===== src/rtl/tdc_meas_ctrl.sv =====
// tdc_meas_ctrl: measurement sequencer for the TDC delay line.
// Each result is the sum of 2^AVG_LOG2 samples. One sample is: launch a pulse,
// wait settle_q cycles, capture the tap vector, popcount it, then wait for the
// line to drain back to all zeros.
// Ports:
//   clk, rst_n          clock, asynchronous active-low reset
//   start_i, settle_i   request one averaged measurement / settle cycles (latched at start)
//   launch_o            pulse into the delay line (registered)
//   dl_i                delay-line taps (asynchronous to clk)
//   result_o, valid_o,  accumulated popcount, held with valid_o until ready_i
//   ready_i
//   busy_o              high in every state except IDLE
//   sat_o, err_o        sticky per result: a sample had all taps set / a drain timed out
module tdc_meas_ctrl #(
  parameter int N        = 64,
  parameter int CNT_W    = $clog2(N+1),
  parameter int AVG_LOG2 = 2,
  parameter int SETTLE_W = 4
) (
  input  logic                      clk,
  input  logic                      rst_n,
  input  logic                      start_i,
  input  logic [SETTLE_W-1:0]       settle_i,
  output logic                      launch_o,
  input  logic [N-1:0]              dl_i,
  output logic [CNT_W+AVG_LOG2-1:0] result_o,
  output logic                      valid_o,
  input  logic                      ready_i,
  output logic                      busy_o,
  output logic                      sat_o,
  output logic                      err_o
);
  localparam int ACC_W = CNT_W + AVG_LOG2;
  localparam int SC_W  = (AVG_LOG2 > 0) ? AVG_LOG2 : 1;
  localparam logic [SC_W-1:0]     SC_LAST  = SC_W'((1 << AVG_LOG2) - 1);
  // Counter increments on the exit edge, so it reaches 2^SETTLE_W-1 as the
  // drain leaves; the drain therefore lasts 2^SETTLE_W-1 cycles at most.
  localparam logic [SETTLE_W-1:0] TMO_LAST = SETTLE_W'((1 << SETTLE_W) - 2);

  typedef enum logic [2:0] {IDLE, LAUNCH, SETTLE, SAMPLE, ENCODE, DRAIN, OUT} state_t;

  state_t              state;
  logic [SETTLE_W-1:0] settle_q, cnt, tmo;
  logic [SC_W-1:0]     sample_cnt;
  logic [N-1:0]        cap_q, dl_s1, dl_s2;
  logic                zrun;
  logic [CNT_W-1:0]    pop;
  logic                dl_zero, drain_clean, drain_tmo;

  // Popcount rather than thermometer decode: bubbles in the capture just
  // contribute their ones instead of truncating the code.
  always_comb begin
    pop = '0;
    for (int i = 0; i < N; i++) pop = pop + CNT_W'(cap_q[i]);
  end

  // Drain detection looks only at the synchronised taps. The capture itself
  // samples dl_i directly: the line is settled by then, so no edge is in flight.
  always_ff @(posedge clk or negedge rst_n)
    if (!rst_n) begin
      dl_s1 <= '0;
      dl_s2 <= '0;
    end else begin
      dl_s1 <= dl_i;
      dl_s2 <= dl_s1;
    end

  assign dl_zero     = (dl_s2 == '0);
  assign drain_clean = dl_zero && zrun;
  assign drain_tmo   = !drain_clean && (tmo == TMO_LAST);

  always_ff @(posedge clk or negedge rst_n)
    if (!rst_n) begin
      state      <= IDLE;
      launch_o   <= 1'b0;
      valid_o    <= 1'b0;
      busy_o     <= 1'b0;
      result_o   <= '0;
      sat_o      <= 1'b0;
      err_o      <= 1'b0;
      settle_q   <= '0;
      cnt        <= '0;
      tmo        <= '0;
      zrun       <= 1'b0;
      sample_cnt <= '0;
      cap_q      <= '0;
    end else begin
      case (state)
        IDLE: if (start_i) begin
          state      <= LAUNCH;
          launch_o   <= 1'b1;
          busy_o     <= 1'b1;
          result_o   <= '0;
          sample_cnt <= '0;
          sat_o      <= 1'b0;
          err_o      <= 1'b0;
          settle_q   <= settle_i;
        end
        LAUNCH: begin
          cnt   <= settle_q;
          state <= (settle_q != '0) ? SETTLE : SAMPLE;
        end
        SETTLE: begin
          cnt <= cnt - SETTLE_W'(1);
          if (cnt == SETTLE_W'(1)) state <= SAMPLE;
        end
        SAMPLE: begin
          cap_q    <= dl_i;
          launch_o <= 1'b0;
          state    <= ENCODE;
        end
        ENCODE: begin
          result_o <= result_o + ACC_W'(pop);
          if (&cap_q) sat_o <= 1'b1;
          tmo   <= '0;
          zrun  <= 1'b0;
          state <= DRAIN;
        end
        DRAIN: begin
          tmo  <= tmo + SETTLE_W'(1);
          zrun <= dl_zero;
          if (drain_tmo) err_o <= 1'b1;
          if (drain_clean || drain_tmo) begin
            if (sample_cnt == SC_LAST) begin
              state   <= OUT;
              valid_o <= 1'b1;
            end else begin
              sample_cnt <= sample_cnt + SC_W'(1);
              launch_o   <= 1'b1;
              state      <= LAUNCH;
            end
          end
        end
        OUT: if (ready_i) begin
          valid_o <= 1'b0;
          busy_o  <= 1'b0;
          state   <= IDLE;
        end
        default: state <= IDLE;
      endcase
    end
endmodule

===== config.mk =====
export PLATFORM = sky130hd
export DESIGN_NAME = tdc_meas_ctrl
export DESIGN_NICKNAME = d
export VERILOG_FILES = /design/src/rtl/tdc_meas_ctrl.sv
export SDC_FILE = /design/constraint.sdc
export NUM_CORES = 1
export LEC_CHECK = 0
export CAP_MARGIN = 20
export CORE_ASPECT_RATIO = 0.9
export CORE_MARGIN = 5
export CORE_UTILIZATION = 35
export DETAILED_ROUTE_END_ITERATION = 7
export SETUP_SLACK_MARGIN = 0.3
export SYNTH_ARGS = -nofsm -noshare
export SYNTH_HDL_FRONTEND = slang
export SYNTH_SLANG_ARGS = --single-unit

===== constraint.sdc =====
create_clock -name clk -period 10.3 [get_ports clk]
set_input_delay 2.06 -clock clk [delete_from_list [all_inputs] [get_ports clk]]
set_output_delay 2.06 -clock clk [all_outputs]
set_load 0.05 [all_outputs]

Yosys cells after proc, flatten, opt, wreduce, memory -nomap -nowiden
Index checks and enable logic that the tools add are counted.
{ "classes": {"n_addsub": 67, "n_eq_ne": 17, "muxes": 30, "n_reduce_logical": 24} }
{ "op_table": {"columns": ["cell", "n"], "rows": [
  ["adder 7 x 1 -> 7 bit", 57],
  ["zero test 64 bit", 1],
  ["AND reduction 64 bit", 1],
  ["case mux 3 bit (7 select lines)", 1],
  ["case mux 9 bit (2 select lines)", 1],
  ["inequality test 2 bit, second input constant", 8],
  ["case mux 4 bit (2 select lines)", 2],
  ["AND reduction 4 bit", 4],
  ["2-to-1 mux 3 bit", 5],
  ["nonzero test 2 bit", 6],
  ["2-to-1 mux 1 bit", 10],
  ["case mux 1 bit (2 select lines)", 5],
  ["adder 9 x 7 -> 9 bit", 1],
  ["== test 3 bit, second input constant", 3],
  ["2-to-1 mux 9 bit", 1],
  ["AND reduction 3 bit", 3],
  ["adder 6 x 1 -> 7 bit", 1],
  ["adder 5 x 1 -> 6 bit", 1],
  ["== test 3 x 2 -> 1 bit, second input constant", 2],
  ["2-to-1 mux 2 bit", 3],
  ["adder 4 x 1 -> 5 bit", 1],
  ["adder 3 x 1 -> 4 bit", 1],
  ["adder 4 x 1 -> 4 bit, second input constant", 1],
  ["== test 4 x 1 -> 1 bit, second input constant", 1],
  ["other kinds (16)", 18]
]} }
{ "word_totals": {"register_bits": 224} }

Depth between registers and ports, before layout
{ "depth": {"ltp_word": 65, "depth_mapped": 21} }

Least setup slack after synthesis
OpenSTA, ideal clock, no wires.
{ "synth_timing": {"path_type": "reg-to-reg", "from": "reg result_o[0]", "to": "reg result_o[8]", "arrival_ns": 6.105, "required_ns": 10.156, "slack_ns": 4.051, "path_stages_with_launch": 18, "path_cell_list": "dfrtp_1 -> fa_1 -> inv_1 -> fa_1 -> fa_1 -> fa_1 -> fa_1 -> fa_1 -> fa_1 -> fa_1 -> fa_1 -> fa_1 -> nor2b_1 -> o2111ai_1 -> a31oi_1 -> xnor2_1 -> o211ai_1 -> o31ai_1"} }
{ "synth_via": {"elab_chain_len": 2} }
{ "synth_lines": {"columns": ["item", "line", "rtl"], "rows": [
  ["from (decl)", "26", "output logic [CNT_W+AVG_LOG2-1:0] result_o,"],
  ["from (signal assigned)", "113", "result_o <= result_o + ACC_W'(pop);"],
  ["adder 9 x 7 -> 9 bit", "113", null],
  ["case mux 9 bit (2 select lines)", "88", "case (state)"]
]} }
No other way between the ends.
A chain may end at the register's enable or synchronous reset.

Final worst setup path
{ "layout_timing": {"from": "reg cap_q[52]", "to": "reg result_o[8]"} }
{ "layout_via": {"elab_chain_len": 14} }
{ "layout_lines": {"columns": ["item", "line", "rtl"], "rows": [
  ["from (decl)", "45", "logic [N-1:0] cap_q, dl_s1, dl_s2;"],
  ["from (signal assigned)", "108", "cap_q <= dl_i;"],
  ["adder 7 x 1 -> 7 bit (12 in series)", "54", "for (int i = 0; i < N; i++) pop = pop + CNT_W'(cap_q[i]);"],
  ["adder 9 x 7 -> 9 bit", "113", null],
  ["case mux 9 bit (2 select lines)", "88", null]
]} }
No other way between the ends.

==> run summary <==
CTS sink cnt = 224
die width = 182 µm
post-synthesis instance total = 662
Final Hold Fails = 0
worst hold-check slack = 0.335 ns
measured slew at the worst slew-check pin = 0.907 ns
library cells used by synthesis = 48
met3 track demand over resource in global routing = 2.22%
Yosys reg bits = 224
synth-to-layout area growth = 21.8%
share of the yosys chip area belonging to registers = 60.1%
critical path launch point = cap_q[52]
GRT Max-Usage Layer = met2
Worst Setup End Kind = register
number of maximum-capacitance violations = 0
Max Freq = 0.156 GHz
clock insertion delay at the later pin of the skew report = 0.51 ns
# IOs = 86
nature of the critical path startpoint = register
multi-input combinational cell area = 3300 µm²
HPWL after detailed placement = 14,800 µm
number of buffers created by CTS = 24
Resize count post-CTS = 0
Tot GR Track Use = 13.5%
CTS H-tree lvls = 1
fraction of layout cells with a size suffix above 1 = 15.2%
root cell of the clock tree = sky130_fd_sc_hd__clkbuf_16
EDFF count, synth = 0
Worst Slack Setup Final = 3.90 ns
synthesized area divided by synthesized cell count = 14.1 µm²
Post-CTS Repair Setup Buffers = 0
final clock period utilization by the worst path = 62.1%
die height = 165 µm
critical-path maximum fanout = 3
number of warnings printed during yosys synthesis = 0
class of the tightest hold or removal check = reg -> reg
starting utilization of the core area = 35.6%
total negative setup slack = 0 ns
net count of the finished layout = 923
die footprint = 30,000 µm²
cell type contributing the most total cell area after synthesis = sky130_fd_sc_hd__dfrtp_1
Top FF cell, synth = sky130_fd_sc_hd__dfrtp_1
run status = finished clean
global-route track usage on met2 = 20.7%
CTS tree = done
last element of the critical path = result_o[8]
maximum clock path buffer count = 3
DRC violation total after the first TritonRoute iteration = 270
number of search-and-repair iterations in the first detailed-routing pass = 4
worst reg2reg path startpoint = cap_q[52]
ANT cells = 0
post-placement cell count = 1,086
area share of the largest cell type after synthesis = 60.1%
data arrival at the endpoint of the critical path = 6.76 ns
area of the core region = 26,200 µm²
remaining design rule violation count = 0
via count of the first global-routing pass = 5,599
Mapped Nets = 821
R2R setup slack = 3.90 ns
data required time of the critical path = 10.66 ns
global placer's final weighted congestion = 0.828
shortest period the worst path allows = 6.40 ns
Detail Route Antenna Nets = 0
non-filler instance count after layout = 1,129
FF/Latch Area = 5610 µm²
wire length of the first global-routing pass = 31,700 µm
count of final setup violators = 0
initial antenna violation count = 0
post-synthesis cell area = 9330 µm²
proportion of synthesized flip-flops having asynchronous set or reset = 100%
most frequent standard cell in the layout excluding fill and tap cells = sky130_fd_sc_hd__dfrtp_1
final count of pins violating max slew = 0
total of fill cells in the finished design = 2,430
number of placement rows = 56
minimum setup slack after placement = 3.92 ns
count of port buffers added during placement = 85
dominant cells by area after synthesis = sky130_fd_sc_hd__dfrtp_1 (60%), sky130_fd_sc_hd__fa_1 (12%), sky130_fd_sc_hd__mux2_2 (8.2%)
final WL = 19,600 µm
top library cells by usage in the layout, fill and taps aside = sky130_fd_sc_hd__dfrtp_1 (224), sky130_fd_sc_hd__inv_1 (97), sky130_fd_sc_hd__clkdlybuf4s50_1 (84), sky130_fd_sc_hd__mux2_2 (68), sky130_fd_sc_hd__fa_1 (56)
pin count of the biggest net entering global routing = 99
hold-fix buffers at CTS = 0
RSZ-0062 raised after global routing = false
via count = 5,257
kind of critical path = reg -> reg
leftover overflow at the end of global routing = 0
R2R cell count = 19
routed vias/inst = 4.66
clock transition time at the flip-flop clock pins of the worst setup and hold paths = 0.06 ns
Slew HR = 39.6%
Final Skew = 0.0126 ns
met1 routing resource usage after global routing = 20.2%
r2r endpoint = result_o[8]
average detailed-routed wire length per instance = 17.4 µm
[cell type report]
cell class	count	area share, %
Clock inverter	11	0.892
Tap cell	348	3.83
Inverter	99	3.27
Clock buffer	32	5.90
Timing Repair Buffer	88	7.73
Multi-Input combinational cell	327	29.1
Sequential cell	224	49.3
[stage by stage]
stage | cell area [µm²] | utilization (%)
after global placement | 10600 | 40.4
after CTS | 11400 | 43.4
final | 11400 | 43.4
after global routing | 11400 | 43.4
after detailed placement | 10600 | 40.4
after floorplan | 9330 | -
[how the worst min path moves through the flow]
stage	cells past startpoint	end	slack, ns	from
4_1_cts	0	dl_s2[40]	0.33	dl_s1[40]
3_5_place_dp	0	dl_s2[0]	0.33	dl_s1[0]
6_report	0	dl_s2[5]	0.33	dl_s1[5]
3_3_place_gp	0	dl_s2[20]	0.33	dl_s1[20]
5_1_grt	0	dl_s2[6]	0.35	dl_s1[6]
2_1_floorplan	0	dl_s2[0]	0.33	dl_s1[0]
[logic make-up (layout without fill, tap and decap cells)]
logic type | count (synthesis) | after routing | synth area share [%]
AND/OR/NAND/NOR | 105 | 105 | 6.25
adder cells (fa/ha/maj) | 87 | 87 | 16.2
buffers and inverters | 111 | 230 | 4.56
AO/OA/AOI/OAI | 61 | 61 | 4.14
flip-flops | 224 | 224 | 60.1
XOR/XNOR | 4 | 4 | 0.376
multiplexers | 70 | 70 | 8.42
[cell usage after synthesis, types with 2 or more instances]
library cell                 n
sky130_fd_sc_hd__xnor2_1     2
sky130_fd_sc_hd__a21boi_0    2
sky130_fd_sc_hd__xor2_1      2
sky130_fd_sc_hd__clkbuf_1    5
sky130_fd_sc_hd__dfrtp_1   224
sky130_fd_sc_hd__nor3_1      5
sky130_fd_sc_hd__nand4_1    21
sky130_fd_sc_hd__nor2b_1     2
sky130_fd_sc_hd__nor4_1     18
sky130_fd_sc_hd__a22oi_1     2
sky130_fd_sc_hd__mux2_2     68
sky130_fd_sc_hd__or4_1       2
sky130_fd_sc_hd__nor3b_1     2
sky130_fd_sc_hd__o21ai_0    21
sky130_fd_sc_hd__nand2_1    19
sky130_fd_sc_hd__buf_2       7
sky130_fd_sc_hd__o21a_1      2
sky130_fd_sc_hd__a32o_1      2
sky130_fd_sc_hd__nor2_1     13
sky130_fd_sc_hd__fa_1       56
sky130_fd_sc_hd__ha_1       31
sky130_fd_sc_hd__inv_1      97
sky130_fd_sc_hd__a21oi_1    11
sky130_fd_sc_hd__or2_2       2
sky130_fd_sc_hd__mux2i_1     2
sky130_fd_sc_hd__a31oi_1     3
sky130_fd_sc_hd__o31ai_1     5
sky130_fd_sc_hd__clkinv_1    2
sky130_fd_sc_hd__or3_1       2
sky130_fd_sc_hd__o22ai_1     2
sky130_fd_sc_hd__nand3_1    13
[per-layer routing]
| metal | vias to the layer above | part of all wire, % |
|---|---|---|
| met5 | - | 0 |
| met4 | 0 | 1.8 |
| met3 | 30 | 5.2 |
| met2 | 109 | 46 |
| met1 | 2693 | 47 |
| li1 | 2425 | - |
[sequential cells by signal (all words and copies together), names as in the netlist]
signal,count
cnt,4
sample_cnt,2
state,3
dl_s1,64
err_o,1
sat_o,1
launch_o,1
dl_s2,64
tmo,4
settle_q,4
busy_o,1
valid_o,1
cap_q,64
result_o,9
zrun,1
[critical path, cell delays in order, from the launching register on]
cell and delay [ns]:
sky130_fd_sc_hd__dfrtp_1 0.42, sky130_fd_sc_hd__fa_1 0.55, sky130_fd_sc_hd__inv_1 0.05, sky130_fd_sc_hd__fa_1 0.52, sky130_fd_sc_hd__inv_1 0.06, sky130_fd_sc_hd__fa_1 0.48
sky130_fd_sc_hd__inv_1 0.05, sky130_fd_sc_hd__fa_1 0.47, sky130_fd_sc_hd__fa_1 0.52, sky130_fd_sc_hd__fa_1 0.44, sky130_fd_sc_hd__fa_1 0.51, sky130_fd_sc_hd__fa_1 0.43
sky130_fd_sc_hd__fa_1 0.43, sky130_fd_sc_hd__fa_1 0.42, sky130_fd_sc_hd__nor2b_1 0.19, sky130_fd_sc_hd__o2111ai_1 0.15, sky130_fd_sc_hd__a31oi_1 0.20, sky130_fd_sc_hd__xnor2_1 0.10
sky130_fd_sc_hd__o211ai_1 0.16, sky130_fd_sc_hd__o31ai_1 0.10
Power is left out: the tool's default activity adds up to more than one toggle a clock period on the data nets, which glitch-free logic cannot reach.
